### src/rtl/rf_arb_pkg.sv
// Shared types and widths for the register-file write arbiter.
package rf_arb_pkg;

  localparam int unsigned XLEN       = 32;
  localparam int unsigned REG_ADDR_W = 5;

  typedef struct packed {
    logic [REG_ADDR_W-1:0] rd;
    logic [XLEN-1:0]       data;
  } rf_wr_t;

  typedef enum logic {NORMAL, FORCE} arb_state_e;

endpackage

### src/rtl/regfile_write_arbiter_if.sv
// Writeback / long-latency / register-file port bundle around the write arbiter.
interface regfile_write_arbiter_if
  import rf_arb_pkg::*;
();

  logic                  wb_we_i;
  logic [REG_ADDR_W-1:0] wb_rd_i;
  logic [XLEN-1:0]       wb_data_i;
  logic                  lu_valid_i;
  logic                  lu_ready_o;
  logic [REG_ADDR_W-1:0] lu_rd_i;
  logic [XLEN-1:0]       lu_data_i;
  logic                  rf_we_o;
  logic [REG_ADDR_W-1:0] rf_rd_o;
  logic [XLEN-1:0]       rf_wd_o;
  logic                  stall_o;

  modport master (
    output wb_we_i, wb_rd_i, wb_data_i, lu_valid_i, lu_rd_i, lu_data_i,
    input  lu_ready_o, rf_we_o, rf_rd_o, rf_wd_o, stall_o
  );

  modport slave (
    input  wb_we_i, wb_rd_i, wb_data_i, lu_valid_i, lu_rd_i, lu_data_i,
    output lu_ready_o, rf_we_o, rf_rd_o, rf_wd_o, stall_o
  );

endinterface

### src/rtl/rf_wr_fifo.sv
// Synchronous FIFO of pending long-latency writes; head is registered, no fall-through.
module rf_wr_fifo
  import rf_arb_pkg::*;
#(
  parameter int unsigned DEPTH = 2
) (
  input  logic                   clk_i,
  input  logic                   reset_i,
  input  logic                   push_i,
  input  rf_wr_t                 wdata_i,
  input  logic                   pop_i,
  output rf_wr_t                 rdata_o,
  output logic                   full_o,
  output logic                   empty_o,
  output logic [$clog2(DEPTH):0] count_o
);

  localparam int unsigned PtrW = $clog2(DEPTH);

  rf_wr_t          mem_q [DEPTH];
  logic [PtrW-1:0] wr_ptr_q, rd_ptr_q;
  logic [PtrW:0]   count_q, count_d;
  logic            push_ok, pop_ok;

  assign full_o  = (count_q == (PtrW+1)'(DEPTH));
  assign empty_o = (count_q == '0);
  assign count_o = count_q;
  assign rdata_o = mem_q[rd_ptr_q];
  assign push_ok = push_i & ~full_o;
  assign pop_ok  = pop_i & ~empty_o;

  always_comb begin
    count_d = count_q;
    unique case ({push_ok, pop_ok})
      2'b10:   count_d = count_q + 1'b1;
      2'b01:   count_d = count_q - 1'b1;
      default: count_d = count_q;
    endcase
  end

  always_ff @(posedge clk_i) begin
    if (reset_i) begin
      wr_ptr_q <= '0;
      rd_ptr_q <= '0;
      count_q  <= '0;
    end else begin
      // DEPTH is a power of two, so natural pointer overflow is the modulo wrap.
      if (push_ok) wr_ptr_q <= wr_ptr_q + 1'b1;
      if (pop_ok)  rd_ptr_q <= rd_ptr_q + 1'b1;
      count_q <= count_d;
    end
  end

  always_ff @(posedge clk_i) begin
    if (push_ok) mem_q[wr_ptr_q] <= wdata_i;
  end

endmodule

### src/rtl/regfile_write_arbiter.sv
// Shares the register-file write port between pipeline writeback (priority) and a
// FIFO of long-latency results, with a starvation timer that forces a one-cycle drain.
module regfile_write_arbiter
  import rf_arb_pkg::*;
#(
  parameter int unsigned DEPTH        = 2,
  parameter int unsigned STARVE_LIMIT = 4
) (
  input logic                    clk_i,
  input logic                    reset_i,
  regfile_write_arbiter_if.slave bus
);

  localparam int unsigned StarveW = $clog2(STARVE_LIMIT + 1);

  arb_state_e            state_q, state_d;
  logic [StarveW-1:0]    starve_q, starve_d;
  logic                  fifo_full, fifo_empty, fifo_push, fifo_pop;
  logic [$clog2(DEPTH):0] fifo_count;
  rf_wr_t                fifo_head, fifo_in;
  logic                  wb_req, lu_ready;
  logic                  rf_we, stall;
  logic [REG_ADDR_W-1:0] rf_rd;
  logic [XLEN-1:0]       rf_wd;

  assign lu_ready = ~reset_i & ~fifo_full;
  // Writes to x0 are accepted on the handshake but never enqueued.
  assign fifo_push = bus.lu_valid_i & lu_ready & (bus.lu_rd_i != '0);
  assign fifo_in   = '{rd: bus.lu_rd_i, data: bus.lu_data_i};
  assign wb_req    = bus.wb_we_i & (bus.wb_rd_i != '0);

  rf_wr_fifo #(
    .DEPTH (DEPTH)
  ) u_fifo (
    .clk_i   (clk_i),
    .reset_i (reset_i),
    .push_i  (fifo_push),
    .wdata_i (fifo_in),
    .pop_i   (fifo_pop),
    .rdata_o (fifo_head),
    .full_o  (fifo_full),
    .empty_o (fifo_empty),
    .count_o (fifo_count)
  );

  always_comb begin
    rf_we    = 1'b0;
    rf_rd    = '0;
    rf_wd    = '0;
    stall    = 1'b0;
    fifo_pop = 1'b0;
    state_d  = NORMAL;
    starve_d = starve_q;
    if (!reset_i) begin
      if (state_q == FORCE && !fifo_empty) begin
        rf_we    = 1'b1;
        rf_rd    = fifo_head.rd;
        rf_wd    = fifo_head.data;
        stall    = 1'b1;
        fifo_pop = 1'b1;
      end else if (wb_req) begin
        rf_we = 1'b1;
        rf_rd = bus.wb_rd_i;
        rf_wd = bus.wb_data_i;
        if (!fifo_empty) begin
          if (starve_q == StarveW'(STARVE_LIMIT - 1)) state_d = FORCE;
          if (starve_q != '1) starve_d = starve_q + 1'b1;
        end
      end else if (!fifo_empty) begin
        rf_we    = 1'b1;
        rf_rd    = fifo_head.rd;
        rf_wd    = fifo_head.data;
        fifo_pop = 1'b1;
      end
      if (fifo_pop || fifo_empty) starve_d = '0;
    end
  end

  always_ff @(posedge clk_i) begin
    if (reset_i) begin
      state_q  <= NORMAL;
      starve_q <= '0;
    end else begin
      state_q  <= state_d;
      starve_q <= starve_d;
    end
  end

  assign bus.lu_ready_o = lu_ready;
  assign bus.rf_we_o    = rf_we;
  assign bus.rf_rd_o    = rf_rd;
  assign bus.rf_wd_o    = rf_wd;
  assign bus.stall_o    = stall;

endmodule

### src/flat_wrapper.sv
// flat-port wrapper written by rule: the top's interface ports become plain ports
module regfile_write_arbiter_flat import rf_arb_pkg::*;
#(
  parameter int unsigned DEPTH        = 2,
  parameter int unsigned STARVE_LIMIT = 4
)
  (clk_i, reset_i, bus_wb_we_i, bus_wb_rd_i, bus_wb_data_i, bus_lu_valid_i, bus_lu_rd_i, bus_lu_data_i, bus_lu_ready_o, bus_rf_we_o, bus_rf_rd_o, bus_rf_wd_o, bus_stall_o);
  regfile_write_arbiter_if bus_i ();
  input logic clk_i;
  input logic reset_i;
  input wire logic [$bits(bus_i.wb_we_i)-1:0] bus_wb_we_i;
  input wire logic [$bits(bus_i.wb_rd_i)-1:0] bus_wb_rd_i;
  input wire logic [$bits(bus_i.wb_data_i)-1:0] bus_wb_data_i;
  input wire logic [$bits(bus_i.lu_valid_i)-1:0] bus_lu_valid_i;
  input wire logic [$bits(bus_i.lu_rd_i)-1:0] bus_lu_rd_i;
  input wire logic [$bits(bus_i.lu_data_i)-1:0] bus_lu_data_i;
  output wire logic [$bits(bus_i.lu_ready_o)-1:0] bus_lu_ready_o;
  output wire logic [$bits(bus_i.rf_we_o)-1:0] bus_rf_we_o;
  output wire logic [$bits(bus_i.rf_rd_o)-1:0] bus_rf_rd_o;
  output wire logic [$bits(bus_i.rf_wd_o)-1:0] bus_rf_wd_o;
  output wire logic [$bits(bus_i.stall_o)-1:0] bus_stall_o;
  assign bus_i.wb_we_i = bus_wb_we_i;
  assign bus_i.wb_rd_i = bus_wb_rd_i;
  assign bus_i.wb_data_i = bus_wb_data_i;
  assign bus_i.lu_valid_i = bus_lu_valid_i;
  assign bus_i.lu_rd_i = bus_lu_rd_i;
  assign bus_i.lu_data_i = bus_lu_data_i;
  assign bus_lu_ready_o = bus_i.lu_ready_o;
  assign bus_rf_we_o = bus_i.rf_we_o;
  assign bus_rf_rd_o = bus_i.rf_rd_o;
  assign bus_rf_wd_o = bus_i.rf_wd_o;
  assign bus_stall_o = bus_i.stall_o;
  regfile_write_arbiter #(.DEPTH(DEPTH), .STARVE_LIMIT(STARVE_LIMIT)) u_core (.clk_i(clk_i), .reset_i(reset_i), .bus(bus_i));
endmodule
### config.mk
export PLATFORM = sky130hd
export DESIGN_NAME = regfile_write_arbiter_flat
export DESIGN_NICKNAME = d
export VERILOG_FILES = /design/src/rtl/rf_arb_pkg.sv /design/src/rtl/regfile_write_arbiter_if.sv /design/src/rtl/rf_wr_fifo.sv /design/src/rtl/regfile_write_arbiter.sv /design/src/flat_wrapper.sv
export SDC_FILE = /design/constraint.sdc
export NUM_CORES = 1
export LEC_CHECK = 0
export ABC_AREA = 1
export CAP_MARGIN = 20
export CORE_UTILIZATION = 47
export CTS_CLUSTER_DIAMETER = 100
export DETAILED_ROUTE_END_ITERATION = 6
export PLACE_DENSITY_LB_ADDON = 0.1
export SLEW_MARGIN = 15
export SYNTH_ARGS = -nofsm -noshare
export SYNTH_HDL_FRONTEND = slang
export SYNTH_SLANG_ARGS = --single-unit
### constraint.sdc
create_clock -name clk_i -period 3.7 [get_ports clk_i]
set_input_delay 1.11 -clock clk_i [delete_from_list [all_inputs] [get_ports clk_i]]
set_output_delay 1.11 -clock clk_i [all_outputs]
set_load 0.03 [all_outputs]
==> metrics <==
status complete, no violations; Syn Inst Count 317; Crit Path Category in -> out; first-pass GRT wire length 13.3 mm; Layout Cells excl Fill 556; hold wc startpoint u_core.starve_q[1]; fmax 0.276 GHz; die area 0.00845 mm^2; GRT overflow 0; Hold-fix buffers, CTS 0; Sink Count 83; clock root buffer clkbuf_8; Hold Crit Class reg -> reg; initial DRC count 107; TritonCTS buffer count 9; CTS Buffer Depth 2; IO Port Bufs 117; Final Hold Vio Count 0; I/O pin total 118; share of cells above drive strength 1 31.3%; WHS Path Cells 4; Worst EP arrival 2.51 ns; latest clock arrival within the worst-skew pair 0.34 ns; Compound-Gate Fraction of Synth Area 1.18%; Reg2Reg Depth 12; Peak VDD IR 0.231 mV; Slew Limit Fails 0; final number of setup-violating endpoints 0; Adder-Cell Fraction of Synth Area 1.32%; Antenna Violating Nets Remaining 0; P&R area growth vs syn 45.1%; Leakage 2.22 nW; Starting Density 48.9%; Pre-antenna DRT Iters 4; detailed-route via count 2,843; most common cell in the netlist edfxtp_1; Logic pwr share 19.6%; pwr dens 396 mW/mm^2; Synth cell types 23; Period Utilization, post-route 97.8%; critical path peak fanout 8; Post-synth top cells edfxtp_1, nand2_1, nand3_1; worst reg2reg startpoint u_core.u_fifo.count_o[0]; Slew @ Worst Pin 0.471 ns; core box area 0.00777 mm^2; Worst-path clk slew 0.08 ns; Mean Syn Cell Area 12.0 um^2; Synth async-reset ratio 0%; number of synthesized flops with an enable pin 74; Most used DFF post-synth edfxtp_1; final worst path period need 3.62 ns; Max Cap Viol 0; Tot GR Track Use 20.9%; Final #Nets 531; FILL cells 589; WL per Instance 15.8 um; Synth Area in XOR/XNOR 0%; Die Height 91.9 um; FP Rows 32; switch share 24.4%; largest family of logic cells by synthesized area simple AND/OR/NAND/NOR gates; CP Capture Type primary output; gp weighted congestion 0.760; Simple-Gate Fraction of Synth Area 18.8%; DP Wirelength 5.56 mm; Yosys top cell by area edfxtp_1; Cell Int Power 0.00165 W; dpl cells 534; Worst setup SP type input port; largest cells by area after synthesis edfxtp_1, mux2_2, nand2_1; Synth Register Bits 83; Worst EP required 2.59 ns; Post-DP Area 0.00509 mm^2; mux contribution to synthesized area 11.0%; Synth warnings 0; Clock power frac 31.3%; DRC violations left 0; Worst slew margin 68.6%; area share of the largest cell type after synthesis 58.5%; synthesized cell area 0.00380 mm^2; Worst Skew 0.00775 ns; CP Launch Point bus_wb_we_i; Routed WL 8.80 mm; final antenna diode count 0; vias in the first global route 2,780; design area 0.00552 mm^2; register area share after synthesis 63.2%; vias per cell 5.11; largest net degree at the start of global routing 35; sequential power share 49.0%; H-tree levels 3; Final Util 71.0%; clock tree from TritonCTS yes; die width 91.9 um; P_sw 0.000533 W; initial antenna violation count 0; Syn Nets 399
area by class of cell:
| class | instances | area [um^2] | share of cell area (%) |
|---|---|---|---|
| sequential | 83 | 2400 | 43.6 |
| timing repair buffer | 136 | 1460 | 26.4 |
| multi-input combinational | 202 | 1250 | 22.7 |
| clock buffer | 11 | 131 | 2.38 |
| tap | 102 | 128 | 2.31 |
| clock inverter | 5 | 77.6 | 1.41 |
| inverter | 17 | 68.8 | 1.25 |
layer usage:
metal  wire, um  vias up  global-route usage, %
li1           -     1375                      -
met1       3790     1348                   25.6
met2       4440      104                   36.1
met3        396       16                   3.57
met4        165        0                   9.24
met5          0        -                      0
per-stage QoR:
step           hold slack, ns  setup slack, ns  setup TNS [ns]  power [W]
6_report                0.518           0.0821               0    0.00219
5_1_grt                 0.546         -0.00817        -0.00817    0.00227
4_1_cts                 0.517         -0.00668        -0.00668    0.00218
3_5_place_dp            0.504          -0.0804           -2.15    0.00149
3_3_place_gp            0.474          -0.0408           -1.03    0.00148
2_1_floorplan           0.448           -0.167          -12.37    0.00131
state kept, by name, summed over array words and instances (netlist names), named ones only:
register,cells
u_core.u_fifo.wr_ptr_q,1
u_core.u_fifo.mem_q,74
u_core.starve_q,3
u_core.state_q,1
u_core.u_fifo.count_o,2
u_core.u_fifo.rd_ptr_q,1
cell families (layout without fill, tap and decap cells):
family,Yosys count,after routing
fa+ha+maj,4,4
buf+inv,32,169
simple gates,152,152
compound gates,9,9
mux,37,37
flops,83,83
power groups by stage:
stage | Sequential (W) | Clock, W | Combinational [W]
6_report | 0.00107 | 0.000685 | 0.000429
5_1_grt | 0.00108 | 0.000740 | 0.000460
4_1_cts | 0.00107 | 0.000697 | 0.000413
3_5_place_dp | 0.00109 | 0 | 0.000399
3_3_place_gp | 0.00109 | 0 | 0.000393
2_1_floorplan | 0.00109 | 0 | 0.000218
final timing paths:
| check | slack (ns) | end |
|---|---|---|
| worst max-delay path | 0.08 | bus_rf_wd_o[16] |
| worst min-delay path | 0.52 | u_core.starve_q[1] |
| worst max register to register | 1.59 | u_core.u_fifo.count_o[1] |
| worst min register to register | 0.52 | u_core.starve_q[1] |
repair_timing:
action / 4_1_cts / 5_1_grt
gates cloned: 1 / 3
resized for setup: 13 / 14
pin swaps: 2 / 8
setup endpoints to repair: 37 / 37
setup buffers: 1 / 1
hold endpoints to repair: 0 / 0
cells in the final DEF (no fill, tap or decap), types with 2 or more instances in the layout:
cell,count
edfxtp_1,74
o21ai_0,4
buf_12,8
buf_4,31
ha_1,4
nand3_1,40
clkbuf_16,3
clkdlybuf4s50_1,72
dlymetal6s2s_1,5
nand4_1,3
nor2_1,14
dfxtp_1,8
nand2_2,22
buf_6,15
a21oi_1,5
nor2_4,3
nor2_2,3
nor3_1,2
bufinv_16,2
mux2_2,37
clkbuf_8,9
clkbuf_1,2
clkinv_2,2
inv_1,15
nand2_1,62
worst max-delay path, cell delays in order:
cell and delay (ns):
clkdlybuf4s50_1 0.48, nand3_4 0.13, nand2_2 0.06, nor2_4 0.13, buf_12 0.15, clkbuf_16 0.16
nand2_2 0.04, nand2_1 0.07, buf_4 0.16
Power figures use the tool's default switching activity.
